$ cat src/rtl/traffic_pkg.sv
// Shared types and constants for the traffic phase scheduler.
// Optional build macro: TRAFFIC_ALL_RED_EN adds an all-red clearance phase
// after each yellow and widens the phase encoding to 3 bits.
package traffic_pkg;

    localparam int unsigned REMAIN_W = 6;
    localparam int unsigned GREEN_W  = 6;
    localparam int unsigned YELLOW_W = 4;
    localparam int unsigned BCD_W    = 4;
    localparam int unsigned LIGHT_W  = 2;

`ifdef TRAFFIC_ALL_RED_EN
    localparam int unsigned PHASE_W = 3;
`else
    localparam int unsigned PHASE_W = 2;
`endif

    localparam logic [LIGHT_W-1:0] LIGHT_GREEN  = LIGHT_W'(1);
    localparam logic [LIGHT_W-1:0] LIGHT_YELLOW = LIGHT_W'(2);
    localparam logic [LIGHT_W-1:0] LIGHT_RED    = LIGHT_W'(3);

    localparam logic [REMAIN_W-1:0] RESET_GREEN    = REMAIN_W'(20);
    localparam logic [REMAIN_W-1:0] PED_MIN_REMAIN = REMAIN_W'(5);

    // Phase encoding, also driven out on the phase port
    typedef enum logic [PHASE_W-1:0] {
        ST_G1,
        ST_Y1,
        ST_G2,
        ST_Y2
`ifdef TRAFFIC_ALL_RED_EN
        ,
        ST_AR1,
        ST_AR2
`endif
    } state_e;

    // Lamp pair driven to the two roads
    typedef struct packed {
        logic [LIGHT_W-1:0] light1;
        logic [LIGHT_W-1:0] light2;
    } lamps_t;

    // Successor phase in the fixed rotation
    function automatic state_e next_phase(input state_e s);
        state_e n;
        case (s)
            ST_G1:   n = ST_Y1;
            ST_G2:   n = ST_Y2;
`ifdef TRAFFIC_ALL_RED_EN
            ST_Y1:   n = ST_AR1;
            ST_AR1:  n = ST_G2;
            ST_Y2:   n = ST_AR2;
            ST_AR2:  n = ST_G1;
`else
            ST_Y1:   n = ST_G2;
            ST_Y2:   n = ST_G1;
`endif
            default: n = ST_G1;
        endcase
        return n;
    endfunction

    // Lamp codes shown in a given phase
    function automatic lamps_t lamps_of(input state_e s);
        lamps_t l;
        case (s)
            ST_G1:   l = '{light1: LIGHT_GREEN,  light2: LIGHT_RED};
            ST_Y1:   l = '{light1: LIGHT_YELLOW, light2: LIGHT_RED};
            ST_G2:   l = '{light1: LIGHT_RED,    light2: LIGHT_GREEN};
            ST_Y2:   l = '{light1: LIGHT_RED,    light2: LIGHT_YELLOW};
            default: l = '{light1: LIGHT_RED,    light2: LIGHT_RED};
        endcase
        return l;
    endfunction

    // A configured duration of zero still lasts one second
    function automatic logic [REMAIN_W-1:0] clamp_dur(input logic [REMAIN_W-1:0] d);
        return (d == '0) ? REMAIN_W'(1) : d;
    endfunction

endpackage

$ cat src/rtl/traffic_bcd_split.sv
// Splits a 6-bit binary value (0..63) into tens and ones BCD digits.
module traffic_bcd_split
    import traffic_pkg::*;
(
    input  logic [REMAIN_W-1:0] bin_i,
    output logic [BCD_W-1:0]    tens_o,
    output logic [BCD_W-1:0]    ones_o
);

    logic [REMAIN_W-1:0] base;

    // Tens digit by range compare; base is the value that digit accounts for
    always_comb begin
        tens_o = '0;
        base   = '0;
        if (bin_i >= REMAIN_W'(60)) begin
            tens_o = BCD_W'(6);
            base   = REMAIN_W'(60);
        end else if (bin_i >= REMAIN_W'(50)) begin
            tens_o = BCD_W'(5);
            base   = REMAIN_W'(50);
        end else if (bin_i >= REMAIN_W'(40)) begin
            tens_o = BCD_W'(4);
            base   = REMAIN_W'(40);
        end else if (bin_i >= REMAIN_W'(30)) begin
            tens_o = BCD_W'(3);
            base   = REMAIN_W'(30);
        end else if (bin_i >= REMAIN_W'(20)) begin
            tens_o = BCD_W'(2);
            base   = REMAIN_W'(20);
        end else if (bin_i >= REMAIN_W'(10)) begin
            tens_o = BCD_W'(1);
            base   = REMAIN_W'(10);
        end
    end

    assign ones_o = BCD_W'(bin_i - base);

endmodule

$ cat src/rtl/traffic_phase_scheduler.sv
// Two-road traffic light phase scheduler with pedestrian green truncation.
// Optional build macro: TRAFFIC_ALL_RED_EN (all-red phase after each yellow).
module traffic_phase_scheduler
    import traffic_pkg::*;
(
    input  logic                clk2,
    input  logic                reset_n,
    input  logic                tick,
    input  logic [GREEN_W-1:0]  cfg_green1,
    input  logic [GREEN_W-1:0]  cfg_green2,
    input  logic [YELLOW_W-1:0] cfg_yellow,
    input  logic                ped_req1,
    input  logic                ped_req2,
    output logic                ped_ack1,
    output logic                ped_ack2,
    output logic [LIGHT_W-1:0]  light1,
    output logic [LIGHT_W-1:0]  light2,
    output logic [REMAIN_W-1:0] remain,
    output logic [BCD_W-1:0]    remain_tens,
    output logic [BCD_W-1:0]    remain_ones,
    output logic [PHASE_W-1:0]  phase
);

    state_e              state_q, state_d;
    logic [REMAIN_W-1:0] remain_q, remain_d;
    logic                pend1_q, pend1_d;
    logic                pend2_q, pend2_d;
    logic                ack1_q, ack1_d;
    logic                ack2_q, ack2_d;
    logic                first_q;
    lamps_t              lamps_q, lamps_d;
    logic [BCD_W-1:0]    tens_q, tens_d;
    logic [BCD_W-1:0]    ones_q, ones_d;
    logic [REMAIN_W-1:0] entry_dur_c;

    logic tick_ok_c;
    logic req1_c, req2_c;
    logic svc1_c, svc2_c;
    logic trunc_c;

    // The first edge after reset release never counts a tick
    assign tick_ok_c = tick & ~first_q;
    // A request raised this cycle is serviceable on this same edge
    assign req1_c    = pend1_q | ped_req1;
    assign req2_c    = pend2_q | ped_req2;
    assign svc1_c    = (state_q == ST_G1) & req1_c;
    assign svc2_c    = (state_q == ST_G2) & req2_c;
    assign trunc_c   = (svc1_c | svc2_c) & (remain_q > PED_MIN_REMAIN);

    // Duration loaded on entry to the phase that follows the current one
    always_comb begin
        entry_dur_c = REMAIN_W'(1);
        case (next_phase(state_q))
            ST_G1:   entry_dur_c = clamp_dur(cfg_green1);
            ST_G2:   entry_dur_c = clamp_dur(cfg_green2);
            ST_Y1,
            ST_Y2:   entry_dur_c = clamp_dur(REMAIN_W'(cfg_yellow));
            default: entry_dur_c = REMAIN_W'(1);
        endcase
    end

    // Phase sequencing, countdown, pedestrian truncation and output staging
    always_comb begin
        state_d  = state_q;
        remain_d = remain_q;
        pend1_d  = req1_c & ~svc1_c;
        pend2_d  = req2_c & ~svc2_c;
        ack1_d   = svc1_c;
        ack2_d   = svc2_c;

        if (trunc_c) begin
            // Truncation wins over a coincident tick; the tick is dropped
            remain_d = PED_MIN_REMAIN;
        end else if (tick_ok_c) begin
            if (remain_q > REMAIN_W'(1)) begin
                remain_d = REMAIN_W'(remain_q - REMAIN_W'(1));
            end else begin
                state_d  = next_phase(state_q);
                remain_d = entry_dur_c;
            end
        end

        lamps_d = lamps_of(state_d);
    end

    // BCD digits derived from the next remain value so they track it exactly
    traffic_bcd_split u_bcd (
        .bin_i  (remain_d),
        .tens_o (tens_d),
        .ones_o (ones_d)
    );

    // State and registered outputs
    always_ff @(posedge clk2 or negedge reset_n) begin
        if (!reset_n) begin
            state_q  <= ST_G1;
            remain_q <= RESET_GREEN;
            pend1_q  <= 1'b0;
            pend2_q  <= 1'b0;
            ack1_q   <= 1'b0;
            ack2_q   <= 1'b0;
            first_q  <= 1'b1;
            lamps_q  <= '{light1: LIGHT_GREEN, light2: LIGHT_RED};
            tens_q   <= BCD_W'(2);
            ones_q   <= BCD_W'(0);
        end else begin
            state_q  <= state_d;
            remain_q <= remain_d;
            pend1_q  <= pend1_d;
            pend2_q  <= pend2_d;
            ack1_q   <= ack1_d;
            ack2_q   <= ack2_d;
            first_q  <= 1'b0;
            lamps_q  <= lamps_d;
            tens_q   <= tens_d;
            ones_q   <= ones_d;
        end
    end

    assign phase       = state_q;
    assign remain      = remain_q;
    assign remain_tens = tens_q;
    assign remain_ones = ones_q;
    assign light1      = lamps_q.light1;
    assign light2      = lamps_q.light2;
    assign ped_ack1    = ack1_q;
    assign ped_ack2    = ack2_q;

endmodule

$ cat config.mk
export PLATFORM = sky130hd
export DESIGN_NAME = traffic_phase_scheduler
export DESIGN_NICKNAME = d
export VERILOG_FILES = /design/src/rtl/traffic_pkg.sv /design/src/rtl/traffic_bcd_split.sv /design/src/rtl/traffic_phase_scheduler.sv
export SDC_FILE = /design/constraint.sdc
export NUM_CORES = 1
export LEC_CHECK = 0
export ABC_AREA = 0
export ABC_CLOCK_PERIOD_IN_PS = 4200
export CAP_MARGIN = 25
export CORE_ASPECT_RATIO = 1.2
export CORE_MARGIN = 2
export CORE_UTILIZATION = 40
export DETAILED_ROUTE_END_ITERATION = 8
export DONT_BUFFER_PORTS = 1
export RECOVER_POWER = 50
export SLEW_MARGIN = 20
export SYNTH_ARGS = -nofsm -noshare
export SYNTH_HDL_FRONTEND = slang
export SYNTH_SLANG_ARGS = --single-unit
$ cat constraint.sdc
create_clock -name clk2 -period 4.2 [get_ports clk2]
set_input_delay 0.84 -clock clk2 [delete_from_list [all_inputs] [get_ports clk2]]
set_output_delay 0.84 -clock clk2 [all_outputs]
set_load 0.05 [all_outputs]
==> impl_metrics.xml <==
<?xml version="1.0" encoding="UTF-8"?>
<metrics>
  <group name="run_status">
    <metric name="outcome" unit="">completed</metric>
  </group>
  <group name="worst_setup_path">
    <metric name="crit-reg2reg-capture" unit="">remain_ones[3]$_DFF_PN0_</metric>
    <metric name="critical_path.endpoint_type" unit="">flip-flop</metric>
    <metric name="timing.rr.start" unit="">phase[1]$_DFF_PN0_</metric>
    <metric name="worst-path-max-fanout" unit="">6</metric>
    <metric name="classification_of_the_worst_setup_path" unit="">flip-flop to flip-flop</metric>
    <metric name="cp.arrival" unit="ps">3750</metric>
    <metric name="r2r.worst_path.cells" unit="">13</metric>
    <metric name="reg2reg_slack" unit="ps">600</metric>
    <metric name="critical_path_required" unit="ps">4350</metric>
    <metric name="critical_path.startpoint_type" unit="">flip-flop</metric>
  </group>
  <group name="logic_synthesis">
    <metric name="yosys-top-cells-count" unit="">sky130_fd_sc_hd__dfrtp_1 (16), sky130_fd_sc_hd__nor2_1 (15), sky130_fd_sc_hd__a21oi_1 (12)</metric>
    <metric name="syn_area" unit="µm²">1418</metric>
    <metric name="asyncSetResetFlopFracSynth" unit="%">100.0</metric>
    <metric name="syn_inst" unit="">151</metric>
    <metric name="yosys-top-cells-area" unit="">sky130_fd_sc_hd__dfrtp_1 (28%), sky130_fd_sc_hd__dfstp_2 (13%), sky130_fd_sc_hd__ha_1 (7.9%)</metric>
    <metric name="synth-edff-count" unit="">0</metric>
    <metric name="netlist-cell-type-count" unit="">46</metric>
    <metric name="seq_area_frac_synth" unit="%">41.22</metric>
    <metric name="cell_with_the_most_instances_after_synthesis" unit="">sky130_fd_sc_hd__dfrtp_1</metric>
    <metric name="yosysWarnings" unit="">0</metric>
    <metric name="synth_top_cell_area_share" unit="%">28.24</metric>
    <metric name="syn_area_per_cell" unit="µm²">9.388</metric>
    <metric name="synth_ff_type" unit="">sky130_fd_sc_hd__dfrtp_1</metric>
    <metric name="synth_top_area_cell" unit="">sky130_fd_sc_hd__dfrtp_1</metric>
    <metric name="ys_ff_latch" unit="">23</metric>
  </group>
  <group name="placed_design">
    <metric name="globalplace.congestion" unit="">0.8914</metric>
    <metric name="post-dp-hpwl" unit="µm">2573</metric>
    <metric name="dp_cells" unit="">191</metric>
    <metric name="io_buffers" unit="">0</metric>
  </group>
  <group name="clocking">
    <metric name="cts_tree" unit="">yes</metric>
    <metric name="total_clock_buffers_created_by_cts" unit="">3</metric>
    <metric name="cts_hold_buf" unit="">0</metric>
    <metric name="clk_pin_slew" unit="ps">90</metric>
    <metric name="post_cts_resized" unit="">0</metric>
    <metric name="post_cts_setup_buffers" unit="">0</metric>
    <metric name="htree_levels" unit="">1</metric>
    <metric name="cts.root.buffer_cell" unit="">sky130_fd_sc_hd__clkbuf_8</metric>
    <metric name="cts_sinks" unit="">23</metric>
    <metric name="clk_path_buf_depth" unit="">2</metric>
    <metric name="clock_latency" unit="ps">270</metric>
  </group>
  <group name="finish">
    <metric name="layout-drive-gt1-share" unit="%">18.99</metric>
    <metric name="final_cell_count_no_fill" unit="">195</metric>
    <metric name="antenna_cells_inserted" unit="">0</metric>
    <metric name="final_nets" unit="">189</metric>
    <metric name="filler_cell_count" unit="">351</metric>
    <metric name="flow.area_growth_from_synthesis" unit="%">8.208</metric>
  </group>
  <group name="hold_path">
    <metric name="min_path_type" unit="">primary input to async pin</metric>
  </group>
  <group name="drt">
    <metric name="detailedRoute.firstPassIterationCount" unit="">4</metric>
    <metric name="remaining_drc_errors" unit="">0</metric>
    <metric name="postRouteWirelength" unit="µm">3244</metric>
    <metric name="vias" unit="">1143</metric>
    <metric name="routed_wire_length_per_instance" unit="µm">16.64</metric>
    <metric name="antenna_left" unit="">0</metric>
    <metric name="detail_route.vias_per_cell" unit="">5.862</metric>
    <metric name="detail_route.iter0.violations" unit="">34</metric>
  </group>
  <group name="sta">
    <metric name="setup_repair_after_global_routing_missed_its_margin" unit="">false</metric>
    <metric name="finalClockSkew" unit="ps">0.6926</metric>
    <metric name="max_freq" unit="MHz">277.9</metric>
    <metric name="finalSetupViolCount" unit="">0</metric>
    <metric name="layout_min_cycle_time" unit="ps">3598</metric>
    <metric name="timing.final.max_slew_violations" unit="">0</metric>
    <metric name="setup_tns" unit="ps">0</metric>
    <metric name="slew-limit-headroom" unit="%">45.04</metric>
    <metric name="post_route_fraction_of_the_period_consumed_by_the_critical_path" unit="%">85.66</metric>
    <metric name="finalHoldViolations" unit="">0</metric>
    <metric name="worst_pin_slew" unit="ps">824.4</metric>
  </group>
  <group name="floorplan">
    <metric name="chipHeight" unit="µm">69.22</metric>
    <metric name="floorplan.die.width" unit="µm">58.35</metric>
    <metric name="initial_core_util" unit="%">42.10</metric>
    <metric name="boundaryPins" unit="">43</metric>
    <metric name="row_count" unit="">23</metric>
    <metric name="design.core.area" unit="µm²">3367</metric>
    <metric name="die-area" unit="µm²">4038</metric>
  </group>
  <group name="global_route">
    <metric name="grt_antenna_before_repair" unit="">0</metric>
    <metric name="total_gr_overflow" unit="">0</metric>
    <metric name="maximum_number_of_pins_on_one_net_before_global_route_repair" unit="">24</metric>
    <metric name="grt.total_usage" unit="%">17.44</metric>
    <metric name="grt_pass1_vias" unit="">1213</metric>
    <metric name="grt_pass1_wl" unit="µm">5506</metric>
  </group>
  <group name="run">
    <metric name="max_cap_violation_count" unit="">0</metric>
  </group>
</metrics>
==> layer usage <==
metal	global-route usage (%)	routed length (µm)	vias up
li1	-	-	553
met1	21.60	1358	545
met2	29.46	1669	41
met3	3.545	184	4
met4	5.943	32	0
met5	0	0	-
==> cell families after synthesis <==
group | count (synthesis) | share of synthesized area (%)
adder cells (fa/ha/maj) | 9 | 7.944
AND/OR/NAND/NOR | 53 | 20.30
XOR/XNOR | 1 | 0.6179
buffers and inverters | 14 | 4.323
AO/OA/AOI/OAI | 48 | 23.74
flip-flops | 23 | 41.22
other | 1 | 0.2645
multiplexers | 2 | 1.589
==> worst max-delay path by stage <==
stage	start	slack, ps	cells after the start	to
detailed placement	phase[1]$_DFF_PN0_	550	13	remain_ones[3]$_DFF_PN0_
CTS	phase[1]$_DFF_PN0_	520	13	remain_ones[3]$_DFF_PN0_
global placement	phase[1]$_DFF_PN0_	690	13	remain_ones[3]$_DFF_PN0_
floorplan	remain_ones[0]$_DFF_PN0_	880	14	remain_ones[3]$_DFF_PN0_
finish	phase[1]$_DFF_PN0_	600	13	remain_ones[3]$_DFF_PN0_
global route	phase[1]$_DFF_PN0_	250	13	remain_ones[3]$_DFF_PN0_
==> layout make-up <==
cell class | instances | area (µm²) | area share, %
Tap cell | 37 | 46.29 | 3.018
Clock buffer | 3 | 41.29 | 2.692
Sequential cell | 23 | 584.3 | 38.09
Inverter | 10 | 37.54 | 2.447
Multi-Input combinational cell | 115 | 775.7 | 50.57
Clock inverter | 1 | 7.507 | 0.4894
Timing Repair Buffer | 6 | 41.29 | 2.692
==> layout by cell type (no fill, tap or decap), drive strengths merged, types with 2 or more instances in the layout <==
master and n:
a21oi 12, and2 3, buf 5, clkbuf 4
conb 2, dfrtp 16, dfstp 7, ha 9
inv 9, mux2 2, nand2 8, nand2b 2
nand3 2, nand4 2, nor2 15, nor2b 7
nor3 4, o2111ai 2, o211ai 2, o21a 3
o21ai 11, o22ai 3, o31ai 3, or2 4
or4 3
==> registers in the layout, indices dropped and copies added (netlist names), 2 cells and up <==
| signal | count |
|---|---|
| light1 | 2 |
| remain_ones | 4 |
| phase | 2 |
| light2 | 2 |
| remain_tens | 3 |
| remain | 5 |
==> through the flow <==
step / utilization [%] / hold slack [ps] / cell area, µm² / setup WS, ps
after global placement: 44.22 / 465.6 / 1489 / 689.0
after global routing: 45.56 / 235.2 / 1534 / 253.1
after CTS: 45.67 / 248.1 / 1538 / 515.7
after detailed placement: 44.22 / 475.1 / 1489 / 547.5
after floorplan: - / 447.3 / 1421 / 879.7
final: 45.56 / 255.6 / 1534 / 602.1
==> worst max-delay path, stage by stage (launching register included) <==
cell and delay [ps]:
sky130_fd_sc_hd__dfrtp_1 700, sky130_fd_sc_hd__inv_1 170, sky130_fd_sc_hd__ha_1 300, sky130_fd_sc_hd__nor2b_1 160
sky130_fd_sc_hd__a221oi_1 390, sky130_fd_sc_hd__o31ai_2 180, sky130_fd_sc_hd__nor4_2 520, sky130_fd_sc_hd__o22ai_1 170
sky130_fd_sc_hd__a22oi_1 210, sky130_fd_sc_hd__ha_1 190, sky130_fd_sc_hd__inv_1 40, sky130_fd_sc_hd__ha_1 190
sky130_fd_sc_hd__a21bo_2 190, sky130_fd_sc_hd__o211ai_1 80
Power is left out: the tool's default activity adds up to more than one toggle a clock period on the data nets, which glitch-free logic cannot reach.
